## src/rtl/clock_ctrl_pkg.sv

```systemverilog
// clock_ctrl_pkg: shared mode encoding for the clock-face controller
package clock_ctrl_pkg;
  localparam int MODE_W = 2;
  typedef enum logic [MODE_W-1:0] {MODE_RUN, MODE_SET_SECS, MODE_SET_MINS, MODE_SET_HOURS} mode_t;
endpackage

```

## src/rtl/button_conditioner.sv

```systemverilog
// button_conditioner: 2-flop synchronizer, debounce counter and registered rising-edge press pulse
module button_conditioner #(
  parameter int DEBOUNCE_CYCLES = 4
) (
  input  logic clk,
  input  logic reset,
  input  logic btn_i,
  output logic level_o,
  output logic press_o
);
  localparam int CW = $clog2(DEBOUNCE_CYCLES);
  logic [1:0] sync_q;
  logic [CW-1:0] cnt_q, cnt_d;
  logic level_q, level_d, prev_q, press_q, differ, flip;
  always_comb begin
    differ = sync_q[1] != level_q;
    flip = differ && cnt_q == CW'(DEBOUNCE_CYCLES - 1);
    cnt_d = (differ && !flip) ? cnt_q + CW'(1) : '0;
    level_d = level_q ^ flip;
  end
  always_ff @(posedge clk) begin
    if (!reset) begin
      sync_q <= '0;
      cnt_q <= '0;
      level_q <= 1'b0;
      prev_q <= 1'b0;
      press_q <= 1'b0;
    end else begin
      sync_q <= {sync_q[0], btn_i};
      cnt_q <= cnt_d;
      level_q <= level_d;
      prev_q <= level_q;
      press_q <= level_q & ~prev_q;
    end
  end
  assign level_o = level_q;
  assign press_o = press_q;
endmodule

```

## src/rtl/time_set_controller.sv

```systemverilog
// time_set_controller: button conditioning, time-set mode FSM, timeout and increment strobes.
// Define TSC_AUTOREPEAT_EN to build the held-inc auto-repeat logic.
module time_set_controller
  import clock_ctrl_pkg::*;
#(
  parameter int DEBOUNCE_CYCLES = 4,
  parameter int TIMEOUT_SECS = 10
`ifdef TSC_AUTOREPEAT_EN
  ,
  parameter int REPEAT_DELAY = 8,
  parameter int REPEAT_PERIOD = 4
`endif
) (
  input  logic              clk,
  input  logic              reset,
  input  logic              tick_1hz,
  input  logic              btn_mode,
  input  logic              btn_inc,
  output logic [MODE_W-1:0] mode,
  output logic              inc_secs,
  output logic              inc_mins,
  output logic              inc_hours,
  output logic              run_en,
  output logic              mode_led
);
  localparam int TW = $clog2(TIMEOUT_SECS + 1);
  mode_t mode_q, mode_d;
  logic [2:0] inc_q, inc_d;
  logic run_en_q, run_en_d, led_q, led_d;
  logic [TW-1:0] to_q, to_d;
  logic mode_press, inc_press_raw, inc_level, mode_level_unused;
  logic set, inc_press, rep_fire, strobe, timeout;
  button_conditioner #(.DEBOUNCE_CYCLES(DEBOUNCE_CYCLES)) u_mode (
    .clk(clk), .reset(reset), .btn_i(btn_mode), .level_o(mode_level_unused), .press_o(mode_press)
  );
  button_conditioner #(.DEBOUNCE_CYCLES(DEBOUNCE_CYCLES)) u_inc (
    .clk(clk), .reset(reset), .btn_i(btn_inc), .level_o(inc_level), .press_o(inc_press_raw)
  );
`ifdef TSC_AUTOREPEAT_EN
  localparam int RW = $clog2(REPEAT_DELAY);
  logic [RW-1:0] rep_q, rep_d;
  logic rep_act_q, rep_act_d;
  // after a fire, reload so the next fire lands REPEAT_PERIOD cycles later
  always_comb begin
    rep_fire = rep_act_q & inc_level & set & ~mode_press & (rep_q == RW'(REPEAT_DELAY - 1));
    rep_act_d = inc_press | (rep_act_q & inc_level & set & ~mode_press & ~timeout);
    rep_d = inc_press ? '0 : rep_fire ? RW'(REPEAT_DELAY - REPEAT_PERIOD) : rep_act_q ? rep_q + RW'(1) : rep_q;
  end
  always_ff @(posedge clk) begin
    if (!reset) begin
      rep_q <= '0;
      rep_act_q <= 1'b0;
    end else begin
      rep_q <= rep_d;
      rep_act_q <= rep_act_d;
    end
  end
`else
  logic unused_inc_level;
  assign rep_fire = 1'b0;
  assign unused_inc_level = inc_level;
`endif
  // mode press beats inc press; any press beats a coincident tick
  always_comb begin
    set = mode_q != MODE_RUN;
    inc_press = inc_press_raw & set & ~mode_press;
    strobe = inc_press | rep_fire;
    timeout = set & tick_1hz & ~mode_press & ~strobe & (to_q == TW'(TIMEOUT_SECS - 1));
    mode_d = mode_press ? mode_t'(mode_q + 2'd1) : timeout ? MODE_RUN : mode_q;
    to_d = (!set || mode_press || strobe || timeout) ? '0 : to_q + TW'(tick_1hz);
    inc_d = strobe ? {mode_q == MODE_SET_HOURS, mode_q == MODE_SET_MINS, mode_q == MODE_SET_SECS} : 3'b000;
    run_en_d = mode_d == MODE_RUN;
    led_d = (mode_d == MODE_RUN) ? 1'b0 : (mode_d != mode_q) ? 1'b1 : led_q ^ tick_1hz;
  end
  always_ff @(posedge clk) begin
    if (!reset) begin
      mode_q <= MODE_RUN;
      inc_q <= 3'b000;
      run_en_q <= 1'b1;
      led_q <= 1'b0;
      to_q <= '0;
    end else begin
      mode_q <= mode_d;
      inc_q <= inc_d;
      run_en_q <= run_en_d;
      led_q <= led_d;
      to_q <= to_d;
    end
  end
  assign mode = mode_q;
  assign {inc_hours, inc_mins, inc_secs} = inc_q;
  assign run_en = run_en_q;
  assign mode_led = led_q;
endmodule
```

## config.mk

```make
export PLATFORM = sky130hd
export DESIGN_NAME = time_set_controller
export DESIGN_NICKNAME = d
export VERILOG_FILES = /design/src/rtl/clock_ctrl_pkg.sv /design/src/rtl/button_conditioner.sv /design/src/rtl/time_set_controller.sv
export SDC_FILE = /design/constraint.sdc
export NUM_CORES = 1
export LEC_CHECK = 0
export ABC_AREA = 1
export CAP_MARGIN = 10
export CORE_MARGIN = 4
export CORE_UTILIZATION = 52
export DETAILED_ROUTE_END_ITERATION = 12
export GPL_ROUTABILITY_DRIVEN = 0
export GPL_TIMING_DRIVEN = 0
export PLACE_DENSITY_LB_ADDON = 0.05
export SLEW_MARGIN = 10
export SYNTH_ARGS = -nofsm -noshare
export SYNTH_HDL_FRONTEND = slang
export SYNTH_SLANG_ARGS = --single-unit
```

## constraint.sdc

```tcl
create_clock -name clk -period 1.95 [get_ports clk]
set_input_delay 0.2925 -clock clk [delete_from_list [all_inputs] [get_ports clk]]
set_output_delay 0.2925 -clock clk [all_outputs]
set_load 0.02 [all_outputs]
```

==> impl_metrics.yaml, run 1 <==
placement:
  place_area_um2: 1091
  post-place-cells: 148
  pre_cts_slack_ps: 322.8
  dp_hpwl_mm: 1.046
  port_buffers: 11
timing:
  max_freq_mhz: 582.0
  hold_viol: 0
  final.min_clock_period_ps: 1718
  slew_headroom_pct: 84.74
  setup_ws_ps: 231.8
  slew_violations: 0
  worst_pin_slew_ps: 228.6
  timing.hold.ws_ps: 381.0
  setup_viol: 0
  finalSetupTns_ps: 0
  post-route-period-util_pct: 88.11
  skew_ps: 5.986
  rsz0062_at_grt: "no"
logic_synthesis:
  syn-instance-count: 112
  synthDistinctLibCells: 14
  synth.cell_area_um2: 949.7
  ys_top_cells_by_area: "dfxtp_1 53%, ha_1 11%, inv_1 9.5%"
  synth.top_cell.area_share_pct: 52.70
  syn_nets: 125
  yosys_warnings: 0
  seq_area_frac_synth_pct: 52.70
  synth_top_cell_by_area: "dfxtp_1"
  avgSynthCellArea_um2: 8.479
  synth-seq-cells: 25
run_status:
  status: "completed"
cts:
  cts_root_buf: "clkbuf_4"
  cts_max_path_buffers: 2
  holdBufCountCts: 0
  cts_tree: "done"
  clk_pin_slew_worst_paths_ps: 120
  postCtsResizedCells: 0
  ctsHtreeMaxLevel: 1
  cts_buffers: 3
  cts_setup_buffers: 0
  clock_latency_ps: 320
  cts.sinks: 25
power:
  power_density_nw_per_um2: 682.3
  ir_drop_mv: 0.5597
  p_total_mw: 0.7624
  p_leak_nw: 0.5283
floorplanning:
  die_area_um2: 2574
  dieWidth_um: 50.74
  initial_core_util_pct: 55.00
  row_count: 15
  core_um2: 1727
  fp.dieH_um: 50.74
  ioPinCount: 12
critical_path:
  cp_slowest_cell: "clkdlybuf4s50_1"
  critPathLaunchType: "register"
  crit_buf_inv: 1
  cp_max_fo: 7
  criticalPathCategory: "reg -> out"
  worstPathRequired_ps: 1660
  arrival_ps: 1430
  end_kind: "output port"
  critPathTopFamily: "buffers and inverters"
  crit_chain: "clkdlybuf4s50_1"
  slowest_delay_ps: 650
global_routing:
  grt_pass1_vias: 643
  grt-ovfl-total: 0
  grt_pass1_wl_mm: 2.415
  grt_max_degree: 14
  grt_usage_pct: 13.09
  antenna_found_initial: 0
final_layout:
  fill_cells: 158
  antenna_cells: 0
  area_delta_synth_final_pct: 17.65
  fin_nets: 141
  final_util_pct: 64.71
  design_area_um2: 1117
  fin_cells: 152
  drive_gt1_share_pct: 5.512
route:
  drt_pass1_iterations: 3
  drc_errors: 0
  via_count: 696
  first_iter_violations: 7
  ant_nets: 0
  wl_mm: 1.367
  wl_per_cell_um: 8.993
  vias_per_cell: 4.579
job:
  maxCapViolations: 0
worst_hold_path:
  hold_path_class: "reg -> reg"
## cell usage in the layout (no fill, tap or decap), drive strengths merged
master	synthesis	routed
dfxtp	25	25
inv	24	24
nor2	17	17
nand2	17	17
clkdlybuf4s50	0	11
ha	8	8
nand3	6	6
a21oi	5	5
clkbuf	0	4
o21ai	3	3
o211ai	2	2
xor2	2	2
buf	1	1
xnor2	1	1
nor3	1	1
## cell families after synthesis
kind of cell / after synthesis / share of synthesized area [%]
xor+xnor: 3 / 2.767
fa+ha+maj: 8 / 10.54
flops: 25 / 52.70
compound gates: 10 / 5.796
buf+inv: 25 / 10.01
simple gates: 41 / 18.18
## worst paths after layout
path,startpoint,cells after the start,to,slack (ps)
setup reg to reg,mode[0],10,mode_led,380
setup / recovery,mode[0],1,mode[0],230
hold / removal,u_mode.prev_q,1,u_mode.press_o,380
hold reg to reg,u_mode.prev_q,1,u_mode.press_o,380
## flip-flops by register name, summed over array words and instances (netlist names), named ones only
| signal | cells |
|---|---|
| inc_q | 3 |
| run_en | 1 |
| mode | 2 |
| u_inc.press_o | 1 |
| u_mode.sync_q | 2 |
| u_mode.press_o | 1 |
| to_q | 4 |
| u_inc.cnt_q | 2 |
| u_mode.prev_q | 1 |
| mode_led | 1 |
| u_inc.sync_q | 2 |
| u_inc.prev_q | 1 |
| u_mode.cnt_q | 2 |
## cell type report
cell class                 instances  area (µm²)  area share (%)
multi-input combinational         62       354.1           31.69
inverter                          24       90.09           8.063
sequential                        25       500.5           44.79
timing repair buffer              11       110.1           9.854
buffer                             1       5.005          0.4479
tap                               25       31.28           2.800
clock buffer                       4       26.28           2.352
## where the power goes
group	switching (mW)	leakage, nW	total, mW	internal, mW
Clock	0.141	0.0150	0.221	0.0801
Sequential	0.00247	0.202	0.518	0.516
Combinational	0.0114	0.311	0.0235	0.0121
Total	0.154	0.528	0.762	0.608
## layer usage
| metal | vias up | wire length (µm) | global-route usage, % |
|---|---|---|---|
| met4 | 0 | 44 | 9.417 |
| li1 | 367 | - | - |
| met2 | 10 | 712 | 24.13 |
| met1 | 314 | 544 | 11.99 |
| met3 | 5 | 65 | 3.858 |
| met5 | - | 0 | 0 |
## Yosys cell counts (all sizes together)
cell	n
inv	24
xnor2	1
o21ai	3
dfxtp	25
nor2	17
buf	1
a21oi	5
nand3	6
o211ai	2
nand2	17
ha	8
xor2	2
nor3	1
Note: power is estimated with default switching activity, not from simulation.
==> run 2: changes to the inputs <==
- ABC_AREA: 1 -> default
- ABC_CLOCK_PERIOD_IN_PS: default -> 1950
- RECOVER_POWER: default -> 50
==> run 2 against run 1 <==
Compared with the run above:
- register-to-register slack improved by 60 ps
- core utilization rose by 0.093 points
- cell count decreased by 18%
- flip-flop and latch count did not move
- setup slack is essentially flat
- final area is 1.2% higher
- wire length fell by 4.5%
- sequential share of layout area fell by 0.54 points
- clock skew barely moved
- synthesized cell count decreased by 24%
- global-route usage shrank 1.2 points
- largest cell class unchanged
- non-clock buffer count grew 2
==> impl_metrics.yaml, run 2 <==
critical_path:
  crit_chain: "clkdlybuf4s50_1"
  slowest_delay_ps: 650
  r2r_slack_ps: 440
  r2r_start: "mode[0]"
  end_kind: "output port"
  cp_max_fo: 7
  cp_num_cells: 1
  criticalPathCategory: "reg -> out"
  reg2reg_depth: 5
  crit_buf_inv: 1
  cp_slowest_cell: "clkdlybuf4s50_1"
  worstPathRequired_ps: 1660
  critPathLaunchType: "register"
  critPathTopFamily: "buffers and inverters"
  rr_endpoint: "run_en"
  arrival_ps: 1430
logic_synthesis:
  synth_fa_ha_area_share_pct: 10.38
  syn_nets: 98
  ys_top_cells_by_area: "dfxtp_1 52%, ha_1 10%, and2_1 3.9%"
  seq_area_frac_synth_pct: 51.88
  yosys_warnings: 0
  synth.cell_area_um2: 964.7
  synthMuxAreaShare_pct: 2.075
  synthDistinctLibCells: 27
  synth_top_cell_by_area: "dfxtp_1"
  synth_ff_type: "dfxtp_1"
  syn-instance-count: 85
  synth-edff-count: 0
  synth-compound-area-share_pct: 2.724
  yosysMostFrequentCell: "dfxtp_1"
  synth_common_cells: "25 x dfxtp_1, 8 x ha_1, 6 x and2_1, 6 x nor2_1"
  synth.top_cell.area_share_pct: 51.88
  yosys.area_share.xor_xnor_pct: 4.540
  synthArstFlopShare_pct: 0
  synth_simple_gate_area_share_pct: 24.77
  synth_top_family_by_area: "simple AND/OR/NAND/NOR gates"
  avgSynthCellArea_um2: 11.35
  synth-seq-cells: 25
power:
  p_int_mw: 0.6087
  power_frac_clock_pct: 28.5
  p_comb_share_pct: 3.1
  p_total_mw: 0.7570
  ir_drop_mv: 0.4544
  pwr-share-seq_pct: 68.4
  p_leak_nw: 0.4360
  power_density_nw_per_um2: 669.3
  switching_share_pct: 19.60
  power.switching_mw: 0.1484
floorplanning:
  fp.dieH_um: 51.07
  initial_core_util_pct: 55.27
  dieWidth_um: 51.07
  ioPinCount: 12
  core_um2: 1745
  die_area_um2: 2608
  row_count: 15
global_routing:
  grt_pass1_wl_mm: 2.325
  grt-ovfl-total: 0
  grt_pass1_vias: 568
  grt_max_degree: 14
  grt_use_met1_pct: 13.11
  grt_usage_pct: 11.89
  grt_use_met3_pct: 5.248
  antenna_found_initial: 0
  grt_use_met2_pct: 20.82
  busiest_layer: "met2"
cts:
  cts_buffers: 3
  cts_setup_buffers: 0
  cts.sinks: 25
  cts_tree: "done"
  clk_pin_slew_worst_paths_ps: 120
  cts_max_path_buffers: 2
  ctsHtreeMaxLevel: 1
  cts_root_buf: "clkbuf_4"
  postCtsResizedCells: 0
  clock_latency_ps: 300
  holdBufCountCts: 0
final_layout:
  antenna_cells: 0
  top_register: "to_q"
  top_regs: "to_q: 4 flops, inc_q: 3 flops"
  drive_gt1_share_pct: 7.000
  area_delta_synth_final_pct: 17.25
  layout_common_cells: "25 x dfxtp_1, 10 x clkdlybuf4s50_1, 8 x ha_1"
  mostFrequentLayoutCell: "dfxtp_1"
  fin_nets: 114
  largest_reg_flops: 4
worst_hold_path:
  hold_end: "u_mode.press_o"
  min_from: "u_mode.prev_q"
  min_path_cells: 1
  hold_path_class: "reg -> reg"
route:
  ant_nets: 0
  vias_per_cell: 4.896
  drt_pass1_iterations: 4
  wl_mm: 1.305
  via_count: 612
  drc_errors: 0
  first_iter_violations: 5
  wl_per_cell_um: 10.44
timing:
  slew_violations: 0
  rsz0062_at_grt: "no"
  worst_pin_slew_ps: 400.4
  hold_viol: 0
  slew_headroom_pct: 72.97
  post-route-period-util_pct: 88.12
  final.min_clock_period_ps: 1718
  skew_ps: 6.432
  max_freq_mhz: 582.0
  setup_viol: 0
  finalSetupTns_ps: 0
placement:
  dp_hpwl_mm: 1.007
  port_buffers: 11
run_status:
  status: "completed"
job:
  maxCapViolations: 0
==> run 2: power by group through the flow <==
stage	Combinational, mW	Sequential [mW]	Clock, mW
after floorplan	0.0122	0.529	0
after global placement	0.0235	0.529	0
after detailed placement	0.0247	0.529	0
after CTS	0.0246	0.518	0.226
after global routing	0.0259	0.519	0.251
final	0.0234	0.518	0.216
==> run 2: metrics by stage <==
| stage | instance area [µm²] | utilization (%) | setup WS (ps) | std cells | hold slack [ps] |
|---|---|---|---|---|---|
| finish | 1131 | 64.80 | 231.7 | 125 | 389.7 |
| global route | 1131 | 64.80 | 168.6 | 125 | 412.4 |
| CTS | 1132 | 64.87 | 234.2 | 125 | 391.4 |
| detailed placement | 1106 | 63.37 | 381.7 | 121 | 373.4 |
| global placement | 1106 | 63.37 | 403.9 | 121 | 373.3 |
| floorplan | 964.7 | - | 468.5 | 85 | 367.4 |
==> run 2: final cells by class <==
cell class,count,area [µm²]
well taps,25,31.28
flip-flops and latches,25,500.5
inverters,4,15.01
repair buffers,11,110.1
fillers,163,614.3
clock buffers,4,26.28
multi-input cells,53,429.2
plain buffers,3,18.77
==> run 2: cells by family after synthesis <==
| family | after synthesis |
|---|---|
| compound gates | 4 |
| xor+xnor | 5 |
| flops | 25 |
| mux | 2 |
| fa+ha+maj | 8 |
| buf+inv | 7 |
| simple gates | 34 |
==> run 2: metal layers <==
| layer | vias up | part of all wire, % |
|---|---|---|
| met2 | 12 | 47 |
| li1 | 320 | - |
| met5 | - | 0 |
| met4 | 0 | 0.92 |
| met1 | 278 | 47 |
| met3 | 2 | 5.4 |
==> run 2: how the worst max path moves through the flow <==
stage                 start       to  slack (ps)
floorplan           mode[0]   run_en         470
global placement      reset   run_en         400
detailed placement    reset   run_en         380
CTS                 mode[0]  mode[0]         230
global route        mode[0]  mode[0]         170
finish              mode[0]  mode[0]         230
==> run 3: changes to the inputs <==
- MAX_ROUTING_LAYER: default -> met4
==> run 3 against run 2 <==
Compared with the run above:
- via count is the same
- clock-buffer cell count did not move
- sequential share of layout area unchanged
- combinational power barely moved
- core utilization stayed put
- highest routed layer unchanged
- clock skew decreased by 2.2 ps
- maximum frequency rose by 0.18%
- global-route usage is 0.32 points higher
- flip-flop and latch count did not move
- power shrank 0.24%
- clock power about the same
==> impl_metrics.yaml, run 3 (synthesis results as in run 2) <==
final_layout:
  layout_common_cells: "25 x dfxtp_1, 10 x clkdlybuf4s50_1, 8 x ha_1"
  design_area_um2: 1131
  fill_cells: 163
  mostFrequentLayoutCell: "dfxtp_1"
  drive_gt1_share_pct: 7.000
  area_delta_synth_final_pct: 17.25
  top_register: "to_q"
  fin_nets: 114
  largest_reg_flops: 4
  top_regs: "to_q: 4 flops, inc_q: 3 flops"
  fin_cells: 125
  antenna_cells: 0
cts:
  holdBufCountCts: 0
  postCtsResizedCells: 0
  clk_pin_slew_worst_paths_ps: 120
  clock_latency_ps: 300
  cts_setup_buffers: 0
  ctsHtreeMaxLevel: 1
  cts.sinks: 25
  cts_buffers: 3
  cts_root_buf: "clkbuf_4"
  cts_tree: "done"
  cts_max_path_buffers: 2
floorplanning:
  initial_core_util_pct: 55.27
  fp.dieH_um: 51.07
  dieWidth_um: 51.07
  row_count: 15
  die_area_um2: 2608
  ioPinCount: 12
  core_um2: 1745
route:
  via_count: 612
  drt_pass1_iterations: 4
  wl_mm: 1.302
  drc_errors: 0
  first_iter_violations: 5
  ant_nets: 0
  vias_per_cell: 4.896
  wl_per_cell_um: 10.42
global_routing:
  grt_pass1_wl_mm: 2.325
  grt_usage_pct: 12.21
  grt_max_degree: 14
  grt_pass1_vias: 566
  grt-ovfl-total: 0
  antenna_found_initial: 0
critical_path:
  critPathTopFamily: "buffers and inverters"
  crit_chain: "clkdlybuf4s50_1"
  crit_buf_inv: 1
  worstSetupEndpoint: "mode[0]"
  r2r_start: "mode[0]"
  criticalPathCategory: "reg -> out"
  cp_slowest_cell: "clkdlybuf4s50_1"
  worstPathRequired_ps: 1660
  r2r_slack_ps: 440
  critPathLaunchType: "register"
  slowest_delay_ps: 650
  cp_max_fo: 7
  arrival_ps: 1420
  end_kind: "output port"
  startpoint: "mode[0]"
  cp_num_cells: 1
  rr_endpoint: "run_en"
  reg2reg_depth: 5
placement:
  port_buffers: 11
  post-place-cells: 121
  dp_hpwl_mm: 1.007
  place_area_um2: 1106
job:
  maxCapViolations: 0
timing:
  rsz0062_at_grt: "no"
  slew_violations: 0
  finalSetupTns_ps: 0
  post-route-period-util_pct: 87.96
  skew_ps: 4.206
  hold_viol: 0
  max_freq_mhz: 583.0
  slew_headroom_pct: 72.97
  worst_pin_slew_ps: 400.4
  final.min_clock_period_ps: 1715
  setup_viol: 0
power:
  ir_drop_mv: 0.4543
  power.switching_mw: 0.1466
  p_int_mw: 0.6086
  power_frac_clock_pct: 28.4
  p_leak_nw: 0.4360
  switching_share_pct: 19.41
  pwr-share-seq_pct: 68.5
  p_total_mw: 0.7553
  p_comb_share_pct: 3.1
  power_density_nw_per_um2: 667.7
worst_hold_path:
  hold_path_class: "reg -> reg"
run_status:
  status: "completed"
run 3: cell counts in the layout (fill, tap and decap cells not counted):
Identical to the previous run, type by type.
run 3: metrics by stage:
step,setup WS (ps),hold WS [ps],utilization [%]
finish,234.7,389.4,64.80
global route,168.6,412.4,64.80
CTS,234.2,391.4,64.87
detailed placement,381.7,373.4,63.37
global placement,403.9,373.3,63.37
floorplan,468.5,367.4,-
run 3: worst min path at each step:
stage / from / endpoint / depth (start not counted)
2_1_floorplan: u_inc.prev_q / u_inc.press_o / 1
3_3_place_gp: u_inc.prev_q / u_inc.press_o / 1
3_5_place_dp: u_mode.prev_q / u_mode.press_o / 1
4_1_cts: u_mode.prev_q / u_mode.press_o / 1
5_1_grt: u_inc.prev_q / u_inc.press_o / 1
6_report: u_mode.prev_q / u_mode.press_o / 1
run 3: cell type report:
| class | count | area, µm² | area share, % |
|---|---|---|---|
| flip-flops and latches | 25 | 500.5 | 44.25 |
| multi-input cells | 53 | 429.2 | 37.94 |
| repair buffers | 11 | 110.1 | 9.735 |
| well taps | 25 | 31.28 | 2.765 |
| clock buffers | 4 | 26.28 | 2.323 |
| plain buffers | 3 | 18.77 | 1.659 |
| inverters | 4 | 15.01 | 1.327 |
run 3: power by group through the flow:
stage	sequential (mW)	combinational, mW	clock [mW]
detailed placement	0.529	0.0247	0
global placement	0.529	0.0235	0
global route	0.519	0.0259	0.251
finish	0.518	0.0234	0.214
CTS	0.518	0.0246	0.226
floorplan	0.529	0.0122	0
run 3: layer usage:
layer / global-route usage (%) / vias up / share of wire, % / routed length [µm]
met2: 20.82 / 12 / 47 / 617
met1: 13.11 / 279 / 46 / 597
li1: - / 319 / - / -
met5: - / - / 0 / 0
met3: 5.248 / 2 / 5.8 / 75
met4: 2.691 / 0 / 0.92 / 12
